### src/rtl/irq_encoder_32b.sv
`default_nettype none
//============================================================================
// Module      : irq_encoder_32b
// Description : 32-to-5 sequential priority encoder with valid/ack handshake.
//               Request lines are latched into a sticky pending register.
//               The highest-priority pending line is presented as a 5-bit
//               index. The index stays frozen until the consumer acks it,
//               and the ack clears the served pending bit.
// Revision    : 1.0 - initial release
//----------------------------------------------------------------------------
// Parameters:
//   PRIORITY_LSB  1 = bit 0 highest priority, 0 = bit 31 highest priority
// Ports:
//   clk      in   1  system clock, rising edge
//   rst      in   1  synchronous active-high reset
//   req      in  32  request lines, a 1 sets the matching pending bit
//   ack      in   1  consumer accepts idx (ignored while valid=0)
//   mask     in  32  (IRQ_ENCODER_MASK_EN only) 1 = bit not eligible
//   idx      out  5  index of the presented request (registered)
//   valid    out  1  idx holds a pending request (registered)
//   pending  out 32  sticky pending register (registered)
// Build option:
//   IRQ_ENCODER_MASK_EN  adds the mask input. Masked bits still latch into
//                        pending but are not selected while idle.
//============================================================================
module irq_encoder_32b #(
    parameter int unsigned PRIORITY_LSB = 1
) (
    input  logic        clk,
    input  logic        rst,
    input  logic [31:0] req,
    input  logic        ack,
`ifdef IRQ_ENCODER_MASK_EN
    input  logic [31:0] mask,
`endif
    output logic [4:0]  idx,
    output logic        valid,
    output logic [31:0] pending
);

    localparam logic [0:0] c_ST_IDLE    = 1'b0;
    localparam logic [0:0] c_ST_PRESENT = 1'b1;

    logic [0:0]  r_state;
    logic [4:0]  r_idx;
    logic [31:0] r_pending;

    logic [0:0]  w_state_nxt;
    logic [4:0]  w_idx_nxt;
    logic [31:0] w_pending_nxt;
    logic [31:0] w_clr;
    logic [31:0] w_eligible;
    logic [4:0]  w_sel;
    logic        w_any;

`ifdef IRQ_ENCODER_MASK_EN
    assign w_eligible = r_pending & ~mask;
`else
    assign w_eligible = r_pending;
`endif

    assign w_any = |w_eligible;

    // Priority search: the scan runs from lowest to highest priority, so the
    // last hit is the winner.
    generate
        if (PRIORITY_LSB != 0) begin : g_lsb_first
            always_comb begin
                w_sel = '0;
                for (int i = 31; i >= 0; i--) begin
                    if (w_eligible[i]) begin
                        w_sel = 5'(i);
                    end
                end
            end
        end else begin : g_msb_first
            always_comb begin
                w_sel = '0;
                for (int i = 0; i < 32; i++) begin
                    if (w_eligible[i]) begin
                        w_sel = 5'(i);
                    end
                end
            end
        end
    endgenerate

    // Served bit is cleared only by an ack of a presented index.
    always_comb begin
        w_clr = '0;
        if (r_state == c_ST_PRESENT && ack) begin
            w_clr[r_idx] = 1'b1;
        end
    end

    // A request arriving in the ack cycle re-sets the bit (set wins).
    assign w_pending_nxt = (r_pending & ~w_clr) | req;

    always_comb begin
        w_state_nxt = r_state;
        w_idx_nxt   = r_idx;
        case (r_state)
            c_ST_IDLE: begin
                if (w_any) begin
                    w_idx_nxt   = w_sel;
                    w_state_nxt = c_ST_PRESENT;
                end
            end
            c_ST_PRESENT: begin
                // idx stays frozen: no pre-emption while presented.
                if (ack) begin
                    w_state_nxt = c_ST_IDLE;
                end
            end
            default: begin
                w_state_nxt = c_ST_IDLE;
            end
        endcase
    end

    always_ff @(posedge clk) begin
        if (rst) begin
            r_state   <= c_ST_IDLE;
            r_idx     <= '0;
            r_pending <= '0;
        end else begin
            r_state   <= w_state_nxt;
            r_idx     <= w_idx_nxt;
            r_pending <= w_pending_nxt;
        end
    end

    assign idx     = r_idx;
    assign valid   = (r_state == c_ST_PRESENT);
    assign pending = r_pending;

endmodule
`default_nettype wire
### config.mk
export PLATFORM = sky130hd
export DESIGN_NAME = irq_encoder_32b
export DESIGN_NICKNAME = d
export VERILOG_FILES = /design/src/rtl/irq_encoder_32b.sv
export SDC_FILE = /design/constraint.sdc
export NUM_CORES = 1
export LEC_CHECK = 0
export BUFFER_PORTS_ARGS = -buffer_cell sky130_fd_sc_hd__buf_4
export CAP_MARGIN = 20
export CORE_ASPECT_RATIO = 0.8
export CORE_UTILIZATION = 45
export CTS_BUF_LIST = sky130_fd_sc_hd__clkbuf_8
export CTS_CLUSTER_DIAMETER = 200
export DETAILED_ROUTE_END_ITERATION = 12
export PLACE_DENSITY = 0.75
export SLEW_MARGIN = 20
export SYNTH_ARGS = -nofsm -noshare
export SYNTH_HDL_FRONTEND = slang
export SYNTH_SLANG_ARGS = --single-unit
### constraint.sdc
create_clock -name clk -period 2.5 [get_ports clk]
set_clock_uncertainty 0.05 [all_clocks]
set_input_delay 0.5 -clock clk [delete_from_list [all_inputs] [get_ports clk]]
set_output_delay 0.5 -clock clk [all_outputs]
set_load 0.01 [all_outputs]
==> results_dict.tcl <==
set metrics [dict create \
    finalCritPeriodShare 0.879 \
    globalRouteMet1Util 0.380 \
    drc 0 \
    critPathMaxFanout 7 \
    grt_setup_unrepaired "no" \
    hp-class "in -> reg" \
    area_growth_pct 38.4 \
    post-dp-hpwl_um 3950 \
    tightest_slew_ns 0.574 \
    syn_area_um2 1820 \
    grtUsageMet2 0.410 \
    drtPass1Iterations 4 \
    cp_data_arrival_time_ns 2.33 \
    antenna_found_initial 0 \
    ff2ff_setup_slack_ns 0.30 \
    wirelength_um 5560 \
    ys_seq_area_frac 0.417 \
    min_from "req[0]" \
    gp_congestion 0.885 \
    vias_per_cell 5.51 \
    rows 20 \
    htree_levels 2 \
    min_path_cells 3 \
    yosysUniqueCellTypes 37 \
    drive_gt1_frac 0.283 \
    port_buffers 72 \
    postRouteAntennaNets 0 \
    wire_per_inst_um 15.1 \
    min_to "pending[0]" \
    clock-root-buffer "clkbuf_8" \
    final_cell_mix "75 x buf_4, 39 x a21oi_1, 38 x dfxtp_1" \
    criticalPathCategory "reg -> reg" \
    outcome "complete, no violations" \
    synth_top_area_cell "dfxtp_1" \
    power_mw 1.51 \
    drtIter0Drc 166 \
    synthCells 239 \
    finalSetupTns_ns 0 \
    insertion_delay_ns 0.29 \
    clkTransAtPathRegs_ns 0.08 \
    grt_usage 0.268 \
    fp.dieH_um 59.0 \
    drv_slew 0 \
    cts_buffers 5 \
    finalSetupViolations 0 \
    yosys_warnings 0 \
    ys_seq_elements 38 \
    grt_max_degree 39 \
    r2r-end "idx[1]" \
    cap_violations 0 \
    avgSynthCellArea_um2 7.63 \
    synth_edf_count 0 \
    hold_viol 0 \
    grt-ovfl-total 0 \
    cellLeakagePower_nw 1.15 \
    grt_pass1_wl_um 8550 \
    pwr_density_cell_nw_per_um2 597 \
    yosys_most_used_dff "dfxtp_1" \
    layout_min_cycle_time_ns 2.20 \
    nets 348 \
    busiest_layer "met2" \
    grt_pass1_vias 1728 \
    relSlewSlack 0.614 \
    synthTopCellsByArea "dfxtp_1 42%, a21oi_1 11%, o21ai_0 9.1%" \
    required_ns 2.63 \
    initial_core_util 0.476 \
    layout_commonest_cell "buf_4" \
    core_area_um2 3830 \
    dieArea_um2 4310 \
    critPathLaunchType "flop" \
    use_met3 0.0651 \
    synthArstFlopShare 0 \
    r2r_start "pending[8]" \
    vias 2035 \
    diodes 0 \
    cts_tree "built" \
    io_pins 73 \
    fmax_mhz 455 \
    cts_hold_buf 0 \
    die_w_um 73.2 \
    vdd_drop_max_mv 0.381 \
    cts_buffer_depth 2 \
    worstSetupEndpointType "flop" \
    reg2reg_depth 5 \
    cts_resized 0 \
    syn_nets 274 \
    cts_sinks 38 \
    synth_top_area_frac 0.417 \
    post-cts-setup-buffers 0 \
]
-- logic make-up after synthesis --
group,count (synthesis),synth area share
AO/OA/AOI/OAI,92,0.289
AND/OR/NAND/NOR,65,0.198
flip-flops,38,0.417
buffers and inverters,44,0.0960
-- routing by layer --
metal / part of all wire / wire, um
met5: 0 / 0
met4: 0.0054 / 30
met3: 0.087 / 486
met2: 0.45 / 2500
met1: 0.46 / 2540
-- synth_stat cells (all sizes together), types with 2 or more instances --
library cell	number
a21oi	39
a31oi	2
dfxtp	38
nand3	2
or4	10
nand2b	2
nand3b	3
o311ai	2
a211oi	3
nor3	2
or3	3
nand4	2
nor2	19
o21ai	35
or3b	2
nand2	10
nor2b	2
clkbuf	8
nor4	7
inv	36
-- flip-flops by register name (all words and copies together) (netlist names) --
register and count:
valid 1, pending 32, idx 5
-- layout make-up --
cell class              count  area [um^2]
clock buffers               5         68.8
fillers                   355         1300
well taps                  55         68.8
multi-input cells         157          888
repair buffers             75          563
clock inverters             3         40.0
flip-flops and latches     38          761
inverters                  36          135
-- critical path, stage by stage (launching register included) --
cell and delay [ns]:
dfxtp_1 0.37, or4_4 0.56, or4_4 0.58, o21ai_4 0.22
nor4_1 0.08, a32o_1 0.23
-- report_power, final --
part	switching (mW)	internal, mW
logic	0.128	0.146
registers	0.0709	0.649
clock network	0.221	0.294
total	0.420	1.09
-- metrics by stage --
| stage | hold WS, ns | cells | utilization | instance area (um^2) | setup WS, ns |
|---|---|---|---|---|---|
| after global routing | 0.378 | 369 | 0.659 | 2520 | 0.249 |
| after detailed placement | 0.461 | 361 | 0.631 | 2420 | 0.345 |
| after floorplan | 0.470 | 239 | - | 1820 | 0.402 |
| final | 0.368 | 369 | 0.659 | 2520 | 0.303 |
| after global placement | 0.447 | 361 | 0.631 | 2420 | 0.380 |
| after CTS | 0.371 | 369 | 0.659 | 2520 | 0.309 |
-- worst max-delay path by stage --
stage                     start  endpoint  slack, ns  cells after the start
finish               pending[8]    idx[1]       0.30                      5
detailed placement   pending[8]    idx[1]       0.35                      5
CTS                  pending[8]    idx[1]       0.31                      5
global route        pending[15]    idx[1]       0.25                      5
floorplan            pending[8]    idx[1]       0.40                      5
global placement    pending[15]    idx[1]       0.38                      5
Power figures use the tool's default switching activity.
